--- src/rtl/fetch_if.sv ---
// fetch_if: fetch-stage bus bundling decode control, instruction memory and IF/ID outputs
interface fetch_if #(parameter int WIDTH = 32);
  logic             stall;
  logic             PCsrc;
  logic [WIDTH-1:0] ImmOp;
  logic [WIDTH-1:0] RD;
  logic [WIDTH-1:0] PC;
  logic [WIDTH-1:0] instr_D;
  logic [WIDTH-1:0] PC_D;
  logic             valid_D;
  logic             fetch_err;
  logic [WIDTH-1:0] fetch_count;
  modport master (
    input  stall, PCsrc, ImmOp, RD,
    output PC, instr_D, PC_D, valid_D, fetch_err, fetch_count
  );
  modport slave (
    output stall, PCsrc, ImmOp, RD,
    input  PC, instr_D, PC_D, valid_D, fetch_err, fetch_count
  );
endinterface

--- src/rtl/fetch_stage.sv ---
// fetch_stage: program counter, IF/ID register and branch redirect with one-bubble flush
module fetch_stage #(
  parameter int               WIDTH     = 32,
  parameter logic [WIDTH-1:0] RESET_PC  = '0,
  parameter logic [WIDTH-1:0] NOP_INSTR = WIDTH'(32'h0000_0013)
) (
  input logic     clk,
  input logic     rst,
  fetch_if.master bus
);
  logic [WIDTH-1:0] pc_q, pc_d, instr_q, instr_d, pcd_q, pcd_d, cnt_q, cnt_d, target;
  logic             valid_q, valid_d, err_q, err_d, redirect;
  // valid_q doubles as the RUN/BUBBLE state: a bubble can never redirect
  assign redirect = bus.PCsrc & valid_q & ~bus.stall;
  assign target   = pcd_q + bus.ImmOp;
  always_comb begin
    pc_d    = bus.stall ? pc_q : redirect ? {target[WIDTH-1:2], 2'b00} : pc_q + WIDTH'(4);
    instr_d = bus.stall ? instr_q : redirect ? NOP_INSTR : bus.RD;
    pcd_d   = bus.stall ? pcd_q : pc_q;
    valid_d = bus.stall ? valid_q : ~redirect;
    err_d   = err_q | (redirect & |target[1:0]);
    cnt_d   = (bus.stall | redirect) ? cnt_q : cnt_q + WIDTH'(1);
  end
  always_ff @(posedge clk) begin
    if (rst) begin
      pc_q    <= RESET_PC;
      instr_q <= NOP_INSTR;
      pcd_q   <= '0;
      valid_q <= 1'b0;
      err_q   <= 1'b0;
      cnt_q   <= '0;
    end else begin
      pc_q    <= pc_d;
      instr_q <= instr_d;
      pcd_q   <= pcd_d;
      valid_q <= valid_d;
      err_q   <= err_d;
      cnt_q   <= cnt_d;
    end
  end
  assign bus.PC          = pc_q;
  assign bus.instr_D     = instr_q;
  assign bus.PC_D        = pcd_q;
  assign bus.valid_D     = valid_q;
  assign bus.fetch_err   = err_q;
  assign bus.fetch_count = cnt_q;
endmodule

--- src/flat_wrapper.sv ---
// flat-port wrapper written by rule: the top's interface ports become plain ports
module fetch_stage_flat 
#(
  parameter int               WIDTH     = 32,
  parameter logic [WIDTH-1:0] RESET_PC  = '0,
  parameter logic [WIDTH-1:0] NOP_INSTR = WIDTH'(32'h0000_0013)
)
  (clk, rst, bus_stall, bus_PCsrc, bus_ImmOp, bus_RD, bus_PC, bus_instr_D, bus_PC_D, bus_valid_D, bus_fetch_err, bus_fetch_count);
  fetch_if #(.WIDTH(WIDTH)) bus_i ();
  input logic clk;
  input logic rst;
  input wire logic [$bits(bus_i.stall)-1:0] bus_stall;
  input wire logic [$bits(bus_i.PCsrc)-1:0] bus_PCsrc;
  input wire logic [$bits(bus_i.ImmOp)-1:0] bus_ImmOp;
  input wire logic [$bits(bus_i.RD)-1:0] bus_RD;
  output wire logic [$bits(bus_i.PC)-1:0] bus_PC;
  output wire logic [$bits(bus_i.instr_D)-1:0] bus_instr_D;
  output wire logic [$bits(bus_i.PC_D)-1:0] bus_PC_D;
  output wire logic [$bits(bus_i.valid_D)-1:0] bus_valid_D;
  output wire logic [$bits(bus_i.fetch_err)-1:0] bus_fetch_err;
  output wire logic [$bits(bus_i.fetch_count)-1:0] bus_fetch_count;
  assign bus_i.stall = bus_stall;
  assign bus_i.PCsrc = bus_PCsrc;
  assign bus_i.ImmOp = bus_ImmOp;
  assign bus_i.RD = bus_RD;
  assign bus_PC = bus_i.PC;
  assign bus_instr_D = bus_i.instr_D;
  assign bus_PC_D = bus_i.PC_D;
  assign bus_valid_D = bus_i.valid_D;
  assign bus_fetch_err = bus_i.fetch_err;
  assign bus_fetch_count = bus_i.fetch_count;
  fetch_stage #(.WIDTH(WIDTH), .RESET_PC(RESET_PC), .NOP_INSTR(NOP_INSTR)) u_core (.clk(clk), .rst(rst), .bus(bus_i));
endmodule
--- config.mk ---
export PLATFORM = sky130hd
export DESIGN_NAME = fetch_stage_flat
export DESIGN_NICKNAME = d
export VERILOG_FILES = /design/src/rtl/fetch_if.sv /design/src/rtl/fetch_stage.sv /design/src/flat_wrapper.sv
export SDC_FILE = /design/constraint.sdc
export NUM_CORES = 1
export LEC_CHECK = 0
export BUFFER_PORTS_ARGS = -buffer_cell sky130_fd_sc_hd__buf_2
export CORE_MARGIN = 8
export CORE_UTILIZATION = 35
export DETAILED_ROUTE_END_ITERATION = 8
export PLACE_DENSITY = 0.62
export SETUP_SLACK_MARGIN = 0.02
export SLEW_MARGIN = 10
export SYNTH_ARGS = -nofsm -noshare
export SYNTH_HDL_FRONTEND = slang
export SYNTH_SLANG_ARGS = --single-unit
--- constraint.sdc ---
create_clock -name clk -period 4.6 [get_ports clk]
set_input_delay 0.23 -clock clk [delete_from_list [all_inputs] [get_ports clk]]
set_output_delay 0.23 -clock clk [all_outputs]
set_load 0.1 [all_outputs]
==> flow_summary_export.csv, run 1 <==
group,metric,value,unit
synthesis,synth_ff_type,"dfxtp_1",
detailed_routing,ant_nets,0,
floorplan,die_h,157,um
floorplan,io_pins,198,
worst_setup_path,start_kind,"flop",
cells_and_area,drive_above_1_share,25.3,%
cells_and_area,nNetsFinal,1082,
detailed_routing,first_pass_iters,5,
placed_design,routabilityCongestion,0.860,
clocking,clock-root-buffer,"clkbuf_16",
synthesis,synth_area_leaders,"dfxtp_1 36%, nor2_1 7.1%, ha_1 5.6%",
timing,rsz0062_at_grt,"no",
synthesis,synth_area,6950,um2
timing,fin_skew,10.4,ps
synthesis,yosysWarnings,0,
clocking,cts_inserted_buffers,17,
clocking,cts_sinks,126,
timing,tightest_slew,757,ps
grt,grt_max_degree,66,
floorplan,die_area,24600,um2
timing,max_freq,0.387,GHz
floorplan,die_x,157,um
synthesis,synth_top_area_share,36.3,%
clocking,cts_tree,"built",
grt,grt_use_total,18.1,%
detailed_routing,dr.first_iter.drc_count,589,
grt,met3_usage,4.61,%
timing,hold_viol,0,
grt,antenna_found_initial,0,
synthesis,synth.area.mux_share,4.32,%
clocking,clk_latency,420,ps
worst_setup_path,timing_worst_setup_path_type,"reg -> reg",
synthesis,syn_area_per_cell,8.64,um2
clocking,hold_buffers,0,
power,irDropWorstVdd,0.246,mV
clocking,clock_path_buffers,2,
placed_design,hpwl,16800,um
worst_setup_path,crit_start,"u_core.bus.PC_D[6]",
timing,timing.slew.headroom,49.5,%
synthesis,synth_compound_area_share,19.9,%
floorplan,core_area,19500,um2
synthesis,yosys.area_share.simple,21.9,%
grt,met1_usage,24.0,%
power,p_total,3.14,mW
grt,met2_usage,28.0,%
floorplan,start_util,35.7,%
worst_setup_path,path_max_fanout,6,
synthesis,synth_seq_cells,126,
placed_design,io_buffers,193,
synthesis,synthTopCellsByCount,"131 x nor2_1, 126 x dfxtp_1, 43 x nand2_1",
worst_setup_path,worstSetupEndpoint,"u_core.bus.PC[30]",
worst_setup_path,critical_path_arrival,2860,ps
detailed_routing,vias,6677,
floorplan,fp-row-count,51,
synthesis,seq_area_frac_synth,36.3,%
timing,finalSetupViolCount,0,
detailed_routing,viasPerCell,5.30,
detailed_routing,drc,0,
worst_setup_path,rrSetupSlack,2020,ps
detailed_routing,wl,22200,um
clocking,ctsHtreeMaxLevel,4,
grt,grt_overflow,0,
timing,period_needed,2580,ps
synthesis,syn_inst,804,
synthesis,synth_top_family_by_area,"simple AND/OR/NAND/NOR gates",
cells_and_area,area_growth,25.5,%
grt,grt_pass1_vias,6424,
hold_path,holdCritPathClass,"in -> reg",
cells_and_area,fin_cells,1261,
power,pwr_density_cell,360,nW/um2
worst_setup_path,rr_worst_depth,7,
grt,grt_pass1_wl,35400,um
flow_run,drv_cap,0,
timing,finalSetupTns,0,ps
detailed_routing,drt-wirelength-per-cell,17.6,um
clocking,clk_pin_slew,60,ps
worst_setup_path,r2r-end,"u_core.bus.PC[30]",
synthesis,synth-adder-area-share,5.58,%
synthesis,ys_types,77,
synthesis,postSynth.asyncResetShare,0,%
clocking,cts_resized,0,
worst_setup_path,worst_ep_required_time,4880,ps
grt,busiest_layer,"met2",
timing,min_period_over_period,56.2,%
outcome,status,"finished, final reports clean",
synthesis,synth_top_area_cell,"dfxtp_1",
worst_setup_path,crit_path_end_kind,"flop",
synthesis,synth-edff-count,0,
clocking,postCtsSetupBuffers,0,
placed_design,placed_cells,1229,
synthesis,yosysMostFrequentCell,"nor2_1",
cells_and_area,num_antenna_cells,0,
worst_setup_path,timing.rr.start,"u_core.bus.PC_D[6]",
synthesis,synth_xor_area_share,8.70,%
power,leakagePower,3.99,nW
timing,report.final.slew_viol_count,0,
flip-flops by register name (all words and copies together) (netlist names):
name,count
u_core.bus.PC,30
u_core.bus.instr_D,32
u_core.bus.fetch_err,1
u_core.bus.fetch_count,32
u_core.bus.valid_D,1
u_core.bus.PC_D,30
through the flow:
| stage | hold slack [ps] | worst slack (ps) | utilization (%) | instance area [um2] |
|---|---|---|---|---|
| after floorplan | 373 | 1770 | - | 6960 |
| after global placement | 432 | 2130 | 41.7 | 8120 |
| after detailed placement | 448 | 2110 | 41.7 | 8120 |
| after CTS | 21.2 | 2110 | 44.8 | 8720 |
| after global routing | 51.4 | 1900 | 44.8 | 8720 |
| final | 41.2 | 2020 | 44.8 | 8720 |
final cells by class:
type,instances,area (um2)
Clock buffer,18,429
Clock inverter,14,180
Fill cell,1940,10700
Inverter,14,52.6
Multi-Input combinational cell,627,4210
Sequential cell,126,2520
Tap cell,265,332
Timing Repair Buffer,197,998
placed cells by master (no fill, tap or decap), types with 3 or more instances in the layout:
cell type  netlist  routed
and2_1           4       4
a211oi_1        21      21
a22oi_1         30      30
clkbuf_16        0      17
buf_2            7     192
nor4_1           6       6
mux2i_1         30      30
dfxtp_1        126     126
a31oi_1          6       6
xor2_1          41      41
and3_1          12      12
or2_2            3       3
o21a_1           7       7
xnor2_1         28      28
nand3_1         32      32
nand2_1         43      43
nor3_1          10      10
conb_1           1       4
or3_1            8       8
nand2b_1         7       7
clkinv_4         0       3
a21oi_1         37      37
o21ai_0         28      28
o21bai_1         4       4
inv_6            0       4
nand4_1         13      13
o21ai_1          3       3
ha_1            31      31
bufinv_16        0       3
o22ai_1          7       7
nand4_2          3       3
a21o_1          12      12
inv_1           14      14
nor2_1         131     130
buf_4            5       5
and4_1           8       8
worst max-delay path, stage by stage (launching register included):
cell and delay, ps:
dfxtp_1 330, ha_1 370, and3_1 230, a22o_1 220, a2bb2oi_1 410, a211oi_1 150, a2111oi_0 560, o22ai_1 170
per-layer routing:
metal / vias to the layer above / share of wire (%)
met1: 3132 / 46
met3: 29 / 6.5
met5: - / 0
li1: 3295 / -
met4: 0 / 1.9
met2: 221 / 46
logic make-up (layout without fill, tap and decap cells):
| logic type | after synthesis | in the layout |
|---|---|---|
| buffers and inverters | 54 | 243 |
| and+or+nand+nor | 299 | 299 |
| xor gates and xnor gates | 69 | 69 |
| muxes | 30 | 30 |
| AOI/OAI and AO/OA | 194 | 194 |
| DFF | 126 | 126 |
| adders and majority gates | 31 | 31 |
| other | 1 | 4 |
report_power, final:
| group | switching [mW] | total (mW) | internal [mW] |
|---|---|---|---|
| Clock | 0.548 | 1.41 | 0.863 |
| Combinational | 0.440 | 0.566 | 0.126 |
| Sequential | 0.0346 | 1.16 | 1.13 |
| Total | 1.02 | 3.14 | 2.12 |
worst min-delay path by stage:
stage / start / end / slack (ps) / depth (start not counted)
floorplan: bus_RD[0] / u_core.bus.instr_D[0] / 370 / 2
global placement: u_core.bus.fetch_err / u_core.bus.fetch_err / 430 / 2
detailed placement: u_core.bus.fetch_err / u_core.bus.fetch_err / 450 / 2
CTS: bus_RD[26] / u_core.bus.instr_D[26] / 20 / 3
global route: bus_RD[1] / u_core.bus.instr_D[1] / 50 / 3
finish: bus_RD[19] / u_core.bus.instr_D[19] / 40 / 3
(Power assumes the default switching activity.)
==> run 2, diff against run 1 <==
- ABC_AREA: default -> 1
- PLACE_DENSITY: 0.62 -> 0.64
- clock period: 4.6 -> 2.2 ns (I/O delays scaled with it)
==> flow_summary_export.csv, run 2 <==
group,metric,value,unit
synthesis,synth_seq_cells,126,
worst_setup_path,crit_path_end_kind,"flop",
timing,fin_skew,10.9,ps
power,switching_share,37.0,%
floorplan,fp-row-count,55,
detailed_routing,wl_met1,12300,um
detailed_routing,ant_nets,0,
synthesis,synth_ff_type,"dfxtp_1",
worst_setup_path,critical_path_arrival,2350,ps
clocking,ctsHtreeMaxLevel,4,
detailed_routing,first_pass_iters,5,
power,p_int,4.53,mW
clocking,cts_sinks,126,
hold_path,hp-start,"bus_ImmOp[2]",
floorplan,io_pins,198,
synthesis,yosysMostFrequentCell,"nand2_1",
detailed_routing,drt-wirelength-per-cell,15.4,um
grt,grt_overflow,0,
clocking,clk_pin_slew,60,ps
cells_and_area,layout_commonest_cell,"nand2_1",
timing,timing.slew.headroom,65.2,%
worst_setup_path,worst_ep_required_time,2510,ps
worst_setup_path,slowest_stage,"ha_1",
synthesis,postSynth.asyncResetShare,0,%
timing,layout_setup_ws,157,ps
worst_setup_path,rr_worst_depth,11,
synthesis,synth-edff-count,0,
clocking,clock-root-buffer,"clkbuf_16",
detailed_routing,vias,8754,
power,p_sw,2.66,mW
hold_path,whs_path_depth,4,
power,leakagePower,5.14,nW
detailed_routing,dr.first_iter.drc_count,651,
placed_design,placed_cells,1742,
power,p_seq_share,34.3,%
cells_and_area,num_antenna_cells,0,
cells_and_area,nNetsFinal,1609,
synthesis,synthTopCellsByCount,"423 x nand2_1, 166 x inv_1, 156 x nor2_1",
synthesis,ys_types,41,
power,comb_power_share,24.1,%
floorplan,core_area,22400,um2
placed_design,routabilityCongestion,0.922,
grt,grt_max_degree,54,
cells_and_area,drive_above_1_share,20.4,%
timing,rsz0062_at_grt,"no",
detailed_routing,wl,27900,um
floorplan,start_util,35.3,%
floorplan,die_area,27600,um2
synthesis,synth_area_leaders,"dfxtp_1 32%, nand2_1 20%, inv_1 7.9%",
timing,whs,81.8,ps
worst_setup_path,r2r-end,"u_core.bus.PC[28]",
timing,finalSetupTns,0,ps
synthesis,synth_top_area_share,31.9,%
timing,tightest_slew,526,ps
timing,min_period_over_period,92.9,%
worst_setup_path,start_kind,"flop",
cells_and_area,area_growth,28.9,%
clocking,cts_inserted_buffers,17,
clocking,postCtsSetupBuffers,0,
grt,antenna_found_initial,0,
power,pwr_density_cell,707,nW/um2
flow_run,drv_cap,0,
synthesis,yosysWarnings,0,
grt,grt_pass1_wl,44800,um
synthesis,synth_area,7900,um2
timing,max_freq,0.489,GHz
grt,grt_pass1_vias,8625,
floorplan,die_h,166,um
worst_setup_path,rrSetupSlack,160,ps
detailed_routing,top_layer,"met4",
clocking,clock_path_buffers,2,
floorplan,die_x,166,um
timing,finalSetupViolCount,0,
detailed_routing,viasPerCell,4.84,
worst_setup_path,timing.rr.start,"u_core.bus.PC_D[11]",
clocking,cts_tree,"built",
timing,hold_viol,0,
worst_setup_path,path_max_fanout,4,
worst_setup_path,worstPathCellList,"ha_1 > nand2_1 > inv_1 > a21oi_2 > nand3_1 > nand2_1 > inv_1 > nor2_1 > nor2_1 > nor2_1 > nor2_1",
synthesis,syn_inst,1285,
placed_design,dpl_cell_area,9220,um2
timing,report.final.slew_viol_count,0,
worst_setup_path,critPathMostFrequentCell,"nor2_1",
detailed_routing,route.met3.wl,2320,um
detailed_routing,wl_met2,12800,um
hold_path,holdCritPathClass,"in -> reg",
outcome,status,"finished, final reports clean",
cells_and_area,fin_cells,1808,
power,irDropWorstVdd,0.444,mV
cells_and_area,final_area,10200,um2
synthesis,syn_area_per_cell,6.15,um2
clocking,clk_latency,430,ps
worst_setup_path,timing_worst_setup_path_type,"reg -> reg",
placed_design,place_ws,166,ps
hold_path,holdPathEnd,"u_core.bus.PC[2]",
detailed_routing,drc,0,
worst_setup_path,critPathMaxStageDelay,340,ps
synthesis,seq_area_frac_synth,31.9,%
power,power.share.clock,41.7,%
placed_design,hpwl,21300,um
timing,period_needed,2040,ps
cells_and_area,final_cell_mix,"423 x nand2_1, 193 x buf_2, 164 x inv_1",
placed_design,io_buffers,193,
grt,grt_use_total,19.9,%
synthesis,synth_top_area_cell,"dfxtp_1",
-- run 2: worst max path at each step --
stage / start / end / slack [ps] / cells after the start
after floorplan: u_core.bus.fetch_count[5] / u_core.bus.fetch_count[28] / -10 / 9
after global placement: u_core.bus.PC_D[11] / u_core.bus.PC[28] / 90 / 11
after detailed placement: u_core.bus.PC_D[11] / u_core.bus.PC[28] / 170 / 11
after CTS: u_core.bus.valid_D / u_core.bus.fetch_err / 130 / 8
after global routing: u_core.bus.PC_D[11] / u_core.bus.PC[28] / 40 / 11
final: u_core.bus.PC_D[11] / u_core.bus.PC[28] / 160 / 11
-- run 2: per-layer routing --
| layer | track usage [%] | vias up |
|---|---|---|
| met5 | 0 | - |
| met4 | 5.68 | 0 |
| met3 | 6.87 | 35 |
| met2 | 32.9 | 282 |
| met1 | 24.1 | 3936 |
| li1 | - | 4501 |
-- run 2: cell type report --
| cell class | count | area, um2 |
|---|---|---|
| fill | 2326 | 12200 |
| multi-input combinational | 956 | 4590 |
| sequential | 126 | 2570 |
| timing repair buffer | 242 | 1430 |
| inverter | 167 | 627 |
| clock buffer | 18 | 439 |
| tap | 285 | 357 |
| clock inverter | 14 | 171 |
-- run 2: what timing repair did --
item | CTS | global route
hold endpoints to repair | 33 | 0
hold buffers | 34 | 0
endpoints found under the setup margin | 0 | 4
gates resized for setup | 0 | 5
-- run 2: power by group through the flow --
stage / combinational, mW / clock, mW / sequential, mW
after global routing: 1.86 / 3.16 / 2.48
after floorplan: 0.616 / 0 / 3.20
after global placement: 1.67 / 0 / 2.51
after CTS: 1.72 / 3.06 / 2.47
after detailed placement: 1.67 / 0 / 2.52
final: 1.73 / 3.00 / 2.47
-- run 2: critical path, delay by kind of cell, from the launching register on --
kind            cells  cell delay, ps
compound gates      1             230
buf+inv             2             120
fa+ha+maj           1             340
simple gates        7             900
flops               1             330
-- run 2: kinds of logic (layout without fill, tap and decap cells) --
group,after synthesis,after routing,synth area share [%]
buffers and inverters,206,441,10.3
other,1,4,0.0475
adder cells (fa/ha/maj),31,31,4.91
flip-flops,126,126,31.9
XOR/XNOR,27,27,2.99
AO/OA/AOI/OAI,177,177,11.7
AND/OR/NAND/NOR,717,717,38.1
-- run 2: metrics by stage --
stage	power, mW	util, %
after floorplan	3.81	-
after CTS	7.25	45.5
after global placement	4.18	41.2
after detailed placement	4.19	41.2
after global routing	7.50	45.5
final	7.20	45.5
==> run 3, diff against run 2 <==
- ABC_AREA: 1 -> default
- PLACE_DENSITY: 0.64 -> 0.65
==> flow_summary_export.csv, run 3 (same netlist as run 1, synthesis figures left out) <==
group,metric,value,unit
detailed_routing,wl,24000,um
cells_and_area,nNetsFinal,1171,
detailed_routing,dr.first_iter.drc_count,525,
floorplan,die_x,157,um
detailed_routing,drc,0,
cells_and_area,area_growth,43.1,%
worst_setup_path,slowest_stage,"ha_2",
detailed_routing,viasPerCell,5.17,
timing,max_freq,0.472,GHz
cells_and_area,drive_above_1_share,39.7,%
floorplan,fp-row-count,51,
cells_and_area,fillers,1834,
clocking,cts_tree,"built",
timing,tightest_slew,632,ps
outcome,status,"finished, final reports clean",
power,p_sw,2.23,mW
placed_design,hpwl,17700,um
timing,finalSetupViolCount,0,
detailed_routing,first_pass_iters,5,
floorplan,core_area,19500,um2
hold_path,holdCritPathClass,"in -> reg",
placed_design,place_ws,13.9,ps
worst_setup_path,start_kind,"flop",
cells_and_area,layout_commonest_cell,"buf_2",
clocking,cts_inserted_buffers,17,
grt,grt_max_degree,52,
timing,period_needed,2120,ps
worst_setup_path,timing_worst_setup_path_type,"reg -> reg",
timing,timing.slew.headroom,57.8,%
timing,rsz0062_at_grt,"yes",
detailed_routing,ant_nets,0,
power,switching_share,34.2,%
clocking,clk_latency,430,ps
floorplan,die_area,24600,um2
worst_setup_path,worstPathCellList,"ha_2 > o21ai_0 > a21oi_1 > nor2_1 > nor4b_2 > o21ai_0 > o311ai_1",
power,p_int,4.28,mW
grt,grt_overflow,0,
floorplan,die_h,157,um
detailed_routing,vias,6983,
clocking,postCtsSetupBuffers,0,
placed_design,io_buffers,193,
worst_setup_path,worst_ep_required_time,2510,ps
power,irDropWorstVdd,0.482,mV
detailed_routing,drt-wirelength-per-cell,17.8,um
grt,grt_use_total,19.2,%
clocking,cts_sinks,126,
placed_design,routabilityCongestion,0.918,
timing,fin_skew,8.77,ps
flow_run,drv_cap,0,
power,comb_power_share,20.9,%
timing,min_period_over_period,96.2,%
clocking,ctsHtreeMaxLevel,4,
timing,hold_viol,0,
worst_setup_path,path_max_fanout,5,
clocking,clk_pin_slew,60,ps
power,leakagePower,4.46,nW
clocking,clock-root-buffer,"clkbuf_16",
cells_and_area,final_cell_mix,"192 x buf_2, 126 x nor2_1, 58 x buf_4",
worst_setup_path,crit_path_end_kind,"flop",
worst_setup_path,critical_path_arrival,2430,ps
power,p_seq_share,37.1,%
floorplan,start_util,35.7,%
grt,grt_pass1_vias,6996,
worst_setup_path,critPathMaxStageDelay,390,ps
grt,grt_pass1_wl,37500,um
timing,layout_setup_ws,82.7,ps
clocking,clock_path_buffers,2,
worst_setup_path,critPathMostFrequentCell,"o21ai_0",
grt,antenna_found_initial,2,
timing,report.final.slew_viol_count,0,
power,pwr_density_cell,655,nW/um2
placed_design,dpl_cell_area,8730,um2
worst_setup_path,rrSetupSlack,80,ps
floorplan,io_pins,198,
power,power.share.clock,42.1,%
cells_and_area,final_area,9940,um2
run 3: changes by cell type in the layout (fill, tap and decap cells not counted), sizes merged, moves of 12 or more:
| cell | change |
|---|---|
| nand3 | -39 |
| xnor2 | +20 |
| a22oi | +30 |
| nor2 | -38 |
| nand2 | -383 |
| o21ai | -25 |
| inv | -158 |
| mux2i | +30 |
| and3 | +12 |
| a211oi | +20 |
| buf | +43 |
| xor2 | +22 |
| a21oi | -62 |
run 3: stage by stage:
stage	util (%)	hold WS [ps]	total power, mW	std cells	TNS, ps
floorplan	-	253	3.40	807	-39.8
global placement	44.9	339	3.70	1283	-42.0
detailed placement	44.9	346	3.71	1283	0
CTS	49.6	171	6.52	1350	0
global route	51.1	209	6.77	1350	-63.8
finish	51.1	189	6.51	1351	0
run 3: layer usage:
layer | up-vias | GRT usage [%] | routed length (um)
met4 | 4 | 7.96 | 690
li1 | 3450 | - | -
met2 | 216 | 31.0 | 11300
met5 | - | 0 | 22
met3 | 52 | 4.83 | 1360
met1 | 3261 | 24.1 | 10600
run 3: cell type report:
class                   count  area, um2  area share (%)
diodes                      1       2.50          0.0252
clock buffers              20        468            4.71
repair buffers            286       1760            17.7
multi-input cells         627       4560            45.9
clock inverters            12       98.8           0.994
flip-flops and latches    126       2670            26.9
inverters                  14       52.6           0.529
well taps                 265        332            3.34
run 3: worst max-delay path, delay by kind of cell, from the launching register on:
family / cells / cell delay, ps
AOI/OAI and AO/OA: 4 / 760
and+or+nand+nor: 2 / 500
DFF: 1 / 340
adders and majority gates: 1 / 390
run 3: path summary, 6_finish.rpt:
kind | start | to | cells after the start
setup / recovery | u_core.bus.PC_D[11] | u_core.bus.PC[25] | 7
setup reg to reg | u_core.bus.PC_D[11] | u_core.bus.PC[25] | 7
hold / removal | bus_ImmOp[5] | u_core.bus.PC[5] | 4
hold reg to reg | u_core.bus.fetch_err | u_core.bus.fetch_err | 2
run 3: repair_timing:
action | in CTS | in global routing
gates resized for setup | 4 | 56
hold endpoints to repair | 35 | 0
hold buffers | 35 | 0
endpoints found under the setup margin | 4 | 17
pin swaps | 0 | 16
run 3: power groups by stage:
stage                     clock network [mW]  registers [mW]  logic [mW]
after floorplan                            0            2.98       0.417
after global placement                     0            2.46        1.25
after detailed placement                   0            2.46        1.25
after CTS                               2.80            2.41        1.31
after global routing                    2.92            2.42        1.43
final                                   2.74            2.41        1.36
